<file path="src/rtl/stream_sink_pkg.sv">
// stream_sink_pkg: shared FSM state encoding and default sizing for stream_sink
package stream_sink_pkg;

    localparam int DEF_DATA_W = 8;
    localparam int DEF_DEPTH  = 16;

    typedef enum logic [1:0] {
        IDLE = 2'd0,
        RECV = 2'd1,
        HOLD = 2'd2
    } state_e;

endpackage

</file>
<file path="src/rtl/stream_sink_if.sv">
// stream_sink_if: byte-stream handshake (tdata/tvalid/tready/tlast) between a source and stream_sink
interface stream_sink_if
    import stream_sink_pkg::*;
#(
    parameter int DATA_W = DEF_DATA_W
) ();

    logic [DATA_W-1:0] tdata;
    logic              tvalid;
    logic              tready;
    logic              tlast;

    modport master (output tdata, output tvalid, output tlast, input tready);
    modport slave  (input tdata, input tvalid, input tlast, output tready);

endinterface

</file>
<file path="src/rtl/stream_sink_fifo.sv">
// stream_sink_fifo: circular RAM with wrapping pointers and registered count/empty/full
module stream_sink_fifo #(
    parameter int W     = 9,
    parameter int DEPTH = 16,
    parameter int CNT_W = $clog2(DEPTH) + 1
) (
    input  logic             clk,
    input  logic             rst,
    input  logic             push,
    input  logic             pop,
    input  logic [W-1:0]     wdata,
    output logic [W-1:0]     rdata,
    output logic [CNT_W-1:0] count,
    output logic [CNT_W-1:0] count_next,
    output logic             empty,
    output logic             full
);

    localparam int PW = $clog2(DEPTH);

    logic [W-1:0]     mem_q [DEPTH];
    logic [PW-1:0]    wptr_q, wptr_d, rptr_q, rptr_d;
    logic [CNT_W-1:0] count_q, count_d;
    logic             empty_q, empty_d, full_q, full_d;

    // next pointers wrap naturally at DEPTH; flags derive from the next count
    always_comb begin
        wptr_d  = push ? wptr_q + 1'b1 : wptr_q;
        rptr_d  = pop ? rptr_q + 1'b1 : rptr_q;
        count_d = count_q + CNT_W'(push) - CNT_W'(pop);
        empty_d = count_d == '0;
        full_d  = count_d == CNT_W'(DEPTH);
    end

    // pointer and occupancy registers; stored data is abandoned on reset
    always_ff @(posedge clk or negedge rst) begin
        if (!rst) begin
            wptr_q  <= '0;
            rptr_q  <= '0;
            count_q <= '0;
            empty_q <= 1'b1;
            full_q  <= 1'b0;
        end else begin
            wptr_q  <= wptr_d;
            rptr_q  <= rptr_d;
            count_q <= count_d;
            empty_q <= empty_d;
            full_q  <= full_d;
        end
    end

    // storage array needs no reset since count gates every read
    always_ff @(posedge clk) begin
        if (push) mem_q[wptr_q] <= wdata;
    end

    assign rdata      = mem_q[rptr_q];
    assign count      = count_q;
    assign count_next = count_d;
    assign empty      = empty_q;
    assign full       = full_q;

endmodule

</file>
<file path="src/rtl/stream_sink.sv">
// stream_sink: frame-aware stream receiver feeding a byte-at-a-time consumer.
// Optional STREAM_SINK_FRAME_LEN_EN adds frame_len, the saturating beat count of the held frame.
module stream_sink
    import stream_sink_pkg::*;
#(
    parameter int DATA_W = DEF_DATA_W,
    parameter int DEPTH  = DEF_DEPTH,
    parameter int CNT_W  = $clog2(DEPTH) + 1
) (
    input  logic              clk,
    input  logic              rst,
    stream_sink_if.slave      s,
    input  logic              pop,
    output logic [DATA_W-1:0] Dout,
    output logic              dout_valid,
    output logic              dout_last,
    output logic [CNT_W-1:0]  buff_count,
    output logic              empty,
    output logic              full,
    output logic              frame_done
`ifdef STREAM_SINK_FRAME_LEN_EN
    ,
    output logic [CNT_W+3:0]  frame_len
`endif
);

    localparam logic [CNT_W-1:0] DEPTH_C = CNT_W'(DEPTH);

    state_e            state_q, state_d;
    logic              tready_q, tready_d;
    logic [DATA_W-1:0] dout_q, dout_d;
    logic              dout_valid_q, dout_valid_d;
    logic              dout_last_q, dout_last_d;
    logic              frame_done_q, frame_done_d;
    logic              accept, do_pop, fifo_empty;
    logic [DATA_W:0]   rdata;
    logic [CNT_W-1:0]  count_next;

    assign accept = s.tvalid && tready_q;
    assign do_pop = pop && !fifo_empty;

    stream_sink_fifo #(
        .W     (DATA_W + 1),
        .DEPTH (DEPTH),
        .CNT_W (CNT_W)
    ) u_fifo (
        .clk        (clk),
        .rst        (rst),
        .push       (accept),
        .pop        (do_pop),
        .wdata      ({s.tlast, s.tdata}),
        .rdata      (rdata),
        .count      (buff_count),
        .count_next (count_next),
        .empty      (fifo_empty),
        .full       (full)
    );

    // frame FSM, registered tready (drops before the FIFO can overflow) and one-cycle pop response
    always_comb begin
        state_d      = (state_q == IDLE) ? RECV :
                       (state_q == RECV && accept && s.tlast) ? HOLD :
                       (state_q == HOLD && count_next == '0) ? RECV : state_q;
        tready_d     = state_q == RECV && count_next < DEPTH_C && !(accept && s.tlast);
        dout_valid_d = do_pop;
        dout_d       = do_pop ? rdata[DATA_W-1:0] : dout_q;
        dout_last_d  = do_pop && rdata[DATA_W];
        frame_done_d = state_d == HOLD;
    end

    // control and output registers
    always_ff @(posedge clk or negedge rst) begin
        if (!rst) begin
            state_q      <= IDLE;
            tready_q     <= 1'b0;
            dout_q       <= '0;
            dout_valid_q <= 1'b0;
            dout_last_q  <= 1'b0;
            frame_done_q <= 1'b0;
        end else begin
            state_q      <= state_d;
            tready_q     <= tready_d;
            dout_q       <= dout_d;
            dout_valid_q <= dout_valid_d;
            dout_last_q  <= dout_last_d;
            frame_done_q <= frame_done_d;
        end
    end

`ifdef STREAM_SINK_FRAME_LEN_EN
    logic [CNT_W+3:0] frame_len_q, frame_len_d;

    // beats in the current frame; frozen through HOLD, cleared when receiving restarts
    always_comb begin
        frame_len_d = (state_q != RECV && state_d == RECV) ? '0 :
                      (accept && ~&frame_len_q) ? frame_len_q + 1'b1 : frame_len_q;
    end

    // frame length register
    always_ff @(posedge clk or negedge rst) begin
        if (!rst) frame_len_q <= '0;
        else      frame_len_q <= frame_len_d;
    end

    assign frame_len = frame_len_q;
`endif

    assign s.tready   = tready_q;
    assign Dout       = dout_q;
    assign dout_valid = dout_valid_q;
    assign dout_last  = dout_last_q;
    assign empty      = fifo_empty;
    assign frame_done = frame_done_q;

endmodule

</file>
<file path="src/flat_wrapper.sv">
// flat-port wrapper written by rule: the top's interface ports become plain ports
module stream_sink_flat import stream_sink_pkg::*;
#(
    parameter int DATA_W = DEF_DATA_W,
    parameter int DEPTH  = DEF_DEPTH,
    parameter int CNT_W  = $clog2(DEPTH) + 1
)
  (clk, rst, pop, Dout, dout_valid, dout_last, buff_count, empty, full, frame_done, s_tdata, s_tvalid, s_tlast, s_tready);
  stream_sink_if #(.DATA_W(DATA_W)) s_i ();
  input  logic clk;
  input  logic rst;
  input  logic pop;
  output logic [DATA_W-1:0] Dout;
  output logic dout_valid;
  output logic dout_last;
  output logic [CNT_W-1:0] buff_count;
  output logic empty;
  output logic full;
  output logic frame_done;
  input wire logic [$bits(s_i.tdata)-1:0] s_tdata;
  input wire logic [$bits(s_i.tvalid)-1:0] s_tvalid;
  input wire logic [$bits(s_i.tlast)-1:0] s_tlast;
  output wire logic [$bits(s_i.tready)-1:0] s_tready;
  assign s_i.tdata = s_tdata;
  assign s_i.tvalid = s_tvalid;
  assign s_i.tlast = s_tlast;
  assign s_tready = s_i.tready;
  stream_sink #(.DATA_W(DATA_W), .DEPTH(DEPTH), .CNT_W(CNT_W)) u_core (.clk(clk), .rst(rst), .s(s_i), .pop(pop), .Dout(Dout), .dout_valid(dout_valid), .dout_last(dout_last), .buff_count(buff_count), .empty(empty), .full(full), .frame_done(frame_done));
endmodule
</file>
<file path="config.mk">
export PLATFORM = sky130hd
export DESIGN_NAME = stream_sink_flat
export DESIGN_NICKNAME = d
export VERILOG_FILES = /design/src/rtl/stream_sink_pkg.sv /design/src/rtl/stream_sink_if.sv /design/src/rtl/stream_sink_fifo.sv /design/src/rtl/stream_sink.sv /design/src/flat_wrapper.sv
export SDC_FILE = /design/constraint.sdc
export NUM_CORES = 1
export LEC_CHECK = 0
export BUFFER_PORTS_ARGS = -buffer_cell sky130_fd_sc_hd__buf_2
export CAP_MARGIN = 20
export CORE_MARGIN = 1
export CORE_UTILIZATION = 40
export CTS_CLUSTER_DIAMETER = 120
export DETAILED_ROUTE_END_ITERATION = 8
export MAX_ROUTING_LAYER = met4
export PLACE_DENSITY = 0.57
export SETUP_SLACK_MARGIN = 0.3
export SYNTH_ARGS = -nofsm -noshare
export SYNTH_HDL_FRONTEND = slang
export SYNTH_SLANG_ARGS = --single-unit
export TNS_END_PERCENT = 100
</file>
<file path="constraint.sdc">
create_clock -name clk -period 7.5 [get_ports clk]
set_input_delay 0.375 -clock clk [delete_from_list [all_inputs] [get_ports clk]]
set_output_delay 0.375 -clock clk [all_outputs]
set_load 0.01 [all_outputs]
</file>
After elaboration in Yosys (flattened, before gate mapping) --
Memories as Yosys holds them, arrays and structs flattened. Cells that the tools add are included.
Word-level totals: memory bits (writable) 144, word-level logic and storage cells 39, memories 1, output and inout port bits 19, register bits 29
Memories:
- u_core.u_fifo.mem_q | words 16, width 9, read ports 1, clocked after Yosys merged registers in 0, write ports 1, line stream_sink_fifo.sv:21 | logic [W-1:0] mem_q [DEPTH];
Operators by class: mux-type cells 5, $add $sub $neg 4, reductions and logical operators 13, equality and inequality tests 4, magnitude comparators 1
Operators with widths (count):
- logical AND 1 bit | 9
- adder 4 x 1 -> 4 bit (second input constant) | 2
- 2-to-1 mux 2 bit | 3
- adder 5 x 1 -> 5 bit | 1
- equality test 5 bit (second input constant) | 1
- zero test 5 bit | 1
- less-than comparator 5 bit (second input constant) | 1
- subtractor 5 x 1 -> 5 bit | 1
- equality test 2 bit (second input constant) | 2
- equality test 2 x 1 -> 1 bit (second input constant) | 1
- zero test 1 bit | 2
- zero test 2 bit | 1
- 2-to-1 mux 1 bit | 2

Logic depth before layout (Yosys ltp) --
word-level depth 9, depth in mapped cells 13, mapped depth without buffers 12

By module --
Synthesis repeated with hierarchy kept, for this count alone.
Unflattened totals: cells, all modules 350, area, all modules 6931.6 um2
Modules (own cells, without submodules):
- stream_sink_fifo | area each 6328.6 um2, instances 1, cells each 312, seq. area each 4700.8 um2
- stream_sink | area each 603.1 um2, instances 1, cells each 38, seq. area each 350.3 um2

Least setup slack after synthesis --
No wires, ideal clock.
kind reg-to-reg, start reg u_core.u_fifo.empty_q, in the netlist u_core.u_fifo.empty, end reg u_core.frame_done_q, in the netlist u_core.frame_done, arrival time 2.679 ns, setup slack 4.685 ns, clock period less this slack 2.815 ns, cell stages (with the launch flop) 14, library setup time 0.137 ns, path through dfstp_2 -> nand2b_1 -> buf_2 -> clkbuf_1 -> nand2_1 -> nand2_1 -> ha_1 -> inv_1 -> fa_1 -> nand2b_1 -> a21oi_1 -> xnor2_1 -> nor4_2 -> o22ai_1
Between the ends: word-level cells in the longest chain between the ends 9
Ends and longest elaborated chain:
- from (decl) | line stream_sink_fifo.sv:24 | logic empty_q, empty_d, full_q, full_d;
- from (signal assigned) | line stream_sink_fifo.sv:47 | empty_q <= empty_d;
- zero test 1 bit | line stream_sink.sv:40 | assign do_pop = pop && !fifo_empty;
- logical AND 1 bit | line stream_sink.sv:40
- subtractor 5 x 1 -> 5 bit | line stream_sink_fifo.sv:30 | count_d = count_q + CNT_W'(push) - CNT_W'(pop);
- via u_core.count_next[4] | line stream_sink.sv:37 | logic [CNT_W-1:0] count_next;
- zero test 5 bit
- via u_core.u_fifo.empty_d | line stream_sink_fifo.sv:24
- logical AND 1 bit | line stream_sink.sv:63 | (state_q == HOLD && count_next == '0) ? RECV : state_q;
- 2-to-1 mux 2 bit | line stream_sink.sv:63
- 2-to-1 mux 2 bit | line stream_sink.sv:62 | (state_q == RECV && accept && s.tlast) ? HOLD :
- 2-to-1 mux 2 bit | line stream_sink.sv:61 | state_d = (state_q == IDLE) ? RECV :
- equality test 2 bit | line stream_sink.sv:68 | frame_done_d = state_d == HOLD;
- via u_core.frame_done_d | line stream_sink.sv:34 | logic frame_done_q, frame_done_d;
- to (signal assigned) | line stream_sink.sv:86 | frame_done_q <= frame_done_d;
- to (decl) | line stream_sink.sv:34
The timed path passes the listed nets, and every way through them passes these cells. A chain may end at the register's enable or synchronous reset.

Final worst setup path --
start reg u_core.u_fifo.empty_q, in the netlist u_core.u_fifo.empty, end reg u_core.state_q[1]
Between the ends: word-level cells in the longest chain between the ends 8
Ends and longest elaborated chain:
- zero test 1 bit | line stream_sink.sv:40
- logical AND 1 bit | line stream_sink.sv:40
- via u_core.do_pop | line stream_sink.sv:35 | logic accept, do_pop, fifo_empty;
- subtractor 5 x 1 -> 5 bit | line stream_sink_fifo.sv:30
- via u_core.count_next[4] | line stream_sink.sv:37
- zero test 5 bit
- via u_core.u_fifo.empty_d | line stream_sink_fifo.sv:24
- logical AND 1 bit | line stream_sink.sv:63
- 2-to-1 mux 2 bit | line stream_sink.sv:63
- 2-to-1 mux 2 bit | line stream_sink.sv:62
- 2-to-1 mux 2 bit | line stream_sink.sv:61
- via u_core.state_d[1] | line stream_sink.sv:29 | state_e state_q, state_d;
- to (signal assigned) | line stream_sink.sv:81 | state_q <= state_d;
- to (decl) | line stream_sink.sv:29
The timed path passes the listed nets, and every way through them passes these cells.

==> results.rst <==
.. list-table::
   :header-rows: 1

   * - Metric
     - Value
   * - Post_cts resized
     - 0
   * - Classification of the worst setup path
     - flop to flop
   * - Number of global-route vias before repair
     - 3619
   * - Io pins
     - 32
   * - Count of routing violations after the opening detailed-route iteration
     - 226
   * - Vias after detailed routing
     - 3525
   * - Clock-pin slew reported for the worst setup and hold paths after clock tree synthesis
     - 0.06 ns
   * - Die width
     - 133.3 um
   * - Final-report setup violation count
     - 0
   * - Routability Congestion
     - 0.7772
   * - TritonCTS Buffers
     - 17
   * - Die ar.
     - 17780 um^2
   * - Total of hold buffers inserted after clock tree synthesis
     - 0
   * - Synthesis-to-layout area growth
     - 13.86%
   * - Violations in the final reports
     - hold timing
   * - Rows
     - 47
   * - FF+latch count, synth
     - 173
   * - Async S/R FF share, synth
     - 16.76%
   * - Synthesized netlist net count
     - 434
   * - Min cycle time layout
     - 3.376 ns
   * - Global-route wire length before repair
     - 20660 um
   * - Highest-count cells in the layout ignoring fill and taps
     - 144 x edfxtp_1, 57 x mux2i_1, 31 x buf_2
   * - Data required time of the worst path
     - 7.78 ns
   * - Ranking of synthesized cells by area
     - edfxtp_1 63%, dfrtp_1 10%, mux2i_1 8.3%
   * - Unrepaired setup endpoints after global routing
     - false
   * - Power Dens Cells
     - 367.8 nW/um^2
   * - Worst min path class
     - input port to asynchronous set/reset pin
   * - Cell Area, Synth
     - 6899 um^2
   * - Level count of the clock H-tree
     - 4
   * - Pin count of the biggest net entering global routing
     - 68
   * - Status
     - complete, but fails checks
   * - Area used by multi-input combinational logic
     - 1723 um^2
   * - Total wirelength of the detailed-routed design
     - 13480 um
   * - Layout cell share with drive strength beyond 1
     - 15.00%
   * - Routed length per instance
     - 19.82 um
   * - Count of distinct cell types in the synthesized netlist
     - 36
   * - Least-Margin Pin Slew
     - 0.7345 ns
   * - Number of detailed-routing iterations run before antenna repair
     - 4
   * - Final hold violation count
     - 10
   * - # clock sinks
     - 173
   * - Final period utilization
     - 45.01%
   * - Number of max-capacitance violations reported
     - 0
   * - Fmax achieved
     - 296.2 MHz
   * - Static Leakage
     - 2.823 nW
   * - Post-CTS Setup Repair Bufs
     - 0
   * - Number of standard cells after synthesis
     - 411
   * - Worst Setup Start Kind
     - flop
   * - Leftover overflow at the end of global routing
     - 0
   * - Final net count
     - 470
   * - Vertical die dimension
     - 133.3 um
   * - Filler Cell Count
     - 1472
   * - Area share of the leading cell type in the synthesized netlist
     - 62.68%
   * - Critical path data arrival time
     - 3.66 ns
   * - Clk Latency, worst-skew pair
     - 0.42 ns
   * - Placeable core area
     - 16700 um^2
   * - TritonCTS clock tree
     - done
   * - Number of flops mapped to enable cells by yosys
     - 144
   * - Clock root buffer
     - clkbuf_16
   * - Sum of negative setup slack
     - 0 ns
   * - Peak VDD IR
     - 0.2750 mV
   * - Detailed-placement wirelength estimate
     - 8605 um
   * - Worst slew margin
     - 51.03%
   * - Most instantiated flip-flop cell in the synthesis netlist
     - edfxtp_1
   * - Average footprint of a synthesized cell
     - 16.79 um^2
   * - Port-buffer cells
     - 31
   * - Antenna Cells
     - 0
   * - CP Max Fanout
     - 19
   * - Slack of the critical path
     - 4.124 ns
   * - Register area
     - 5055 um^2
   * - Detail-routed via count per cell
     - 5.184
   * - Initial cell density of the core
     - 41.31%
   * - Synth warn
     - 0
   * - Endpoint kind of the worst setup timing path
     - flop
   * - Clock skew
     - 0.007566 ns
   * - Antenna violations before repair
     - 0
   * - Cell type contributing the most total cell area after synthesis
     - edfxtp_1
   * - Number of remaining DRC errors
     - 0
   * - CTS max path bufs
     - 2
   * - Final Max Slew Viols
     - 0
   * - Residual antenna-violating net count after detailed routing
     - 0
   * - Sequential share of the synthesized area
     - 73.21%
   * - Leading cell type in the layout, fill and taps excluded
     - edfxtp_1
   * - Hold Worst Slack
     - -0.007979 ns
   * - Global-route usage over all layers
     - 16.86%
   * - Setup WS pre-CTS
     - 4.103 ns
-- logic make-up (layout without fill, tap and decap cells) --
family / count (synthesis) / count (layout) / share of synthesized area, %
fa+ha+maj: 10 / 10 / 1.922
simple gates: 70 / 70 / 5.205
mux: 67 / 67 / 11.64
buf+inv: 28 / 77 / 1.814
xor+xnor: 10 / 10 / 1.270
flops: 173 / 173 / 73.21
compound gates: 53 / 53 / 4.933
-- worst paths after layout --
| check | start | to | slack (ns) | cells past startpoint |
|---|---|---|---|---|
| max | u_core.u_fifo.empty$_DFF_PN1_ | u_core.state_q[1]$_DFF_PN0_ | 4.12 | 10 |
| min in group clk | s_tdata[2] | u_core.u_fifo.mem_q[7][2]$_DFFE_PP_ | 0.35 | 1 |
| max in group asynchronous | rst | u_core.u_fifo.rptr_q[1]$_DFFE_PN0P_ | 7.00 | 1 |
| max reg2reg | u_core.u_fifo.empty$_DFF_PN1_ | u_core.state_q[1]$_DFF_PN0_ | 4.12 | 10 |
| min reg2reg | u_core.Dout[6]$_DFFE_PN0P_ | u_core.Dout[6]$_DFFE_PN0P_ | 0.51 | 2 |
| min | rst | u_core.u_fifo.wptr_q[2]$_DFFE_PN0P_ | -0.008 | 1 |
-- flip-flops by register name (all words and copies together), names as in the netlist --
name and count:
u_core.Dout 8, u_core.dout_last 1, u_core.dout_valid 1, u_core.frame_done 1, u_core.s.tready 1, u_core.state_q 2
u_core.u_fifo.count 5, u_core.u_fifo.empty 1, u_core.u_fifo.full 1, u_core.u_fifo.mem_q 144, u_core.u_fifo.rptr_q 4, u_core.u_fifo.wptr_q 4
-- where the power goes --
part           internal [mW]  switching (mW)
clock                  0.489           0.345
sequential              1.13           0.128
combinational          0.357           0.435
total                   1.98           0.908
-- synthesized netlist by cell type, types with 2 or more instances --
master	number
nand2_1	26
nand3_1	10
mux4_1	5
o22ai_1	2
nand2b_1	3
ha_1	9
buf_2	10
mux2i_1	57
and3_1	5
edfxtp_1	144
nor2b_1	3
and2_1	15
xnor2_1	9
a32oi_1	7
a22oi_1	14
inv_1	9
clkbuf_1	7
a21oi_1	18
o21ai_0	8
mux4_2	4
nor2_1	4
dfrtp_1	28
-- stage by stage --
| stage | cell area [um^2] | utilization [%] | cells | hold slack, ns | total power, mW |
|---|---|---|---|---|---|
| 2_1_floorplan | 6899 | - | 411 | 0.07941 | 1.825 |
| 3_3_place_gp | 7268 | 43.52 | 647 | 0.4534 | 2.067 |
| 3_5_place_dp | 7268 | 43.52 | 647 | 0.4619 | 2.086 |
| 4_1_cts | 7828 | 46.87 | 679 | 0.01318 | 2.922 |
| 5_1_grt | 7855 | 47.03 | 680 | 0.02372 | 3.038 |
| 6_report | 7855 | 47.03 | 680 | -0.007979 | 2.889 |
-- critical path, cell delays in order (launching register included) --
cell	delay [ns]
dfstp_2	0.52
nand2b_1	0.53
clkinv_1	0.40
nand2_1	0.20
inv_1	0.07
fa_1	0.43
nand2b_1	0.16
a21oi_1	0.15
xnor2_1	0.14
nor4_2	0.47
a21oi_1	0.15
-- cell type report --
type | instances | area share (%)
clock buffers | 21 | 5.607
inverters | 10 | 0.4779
well taps | 220 | 3.504
repair buffers | 35 | 2.612
clock inverters | 11 | 1.513
flip-flops and latches | 173 | 64.35
multi-input cells | 210 | 21.93
-- layer usage --
metal	GRT usage [%]	part of all wire, %
met2	27.52	51
met1	20.23	44
met4	6.503	1.8
met3	4.072	2.8
met5	-	0
(Power assumes the default switching activity.)
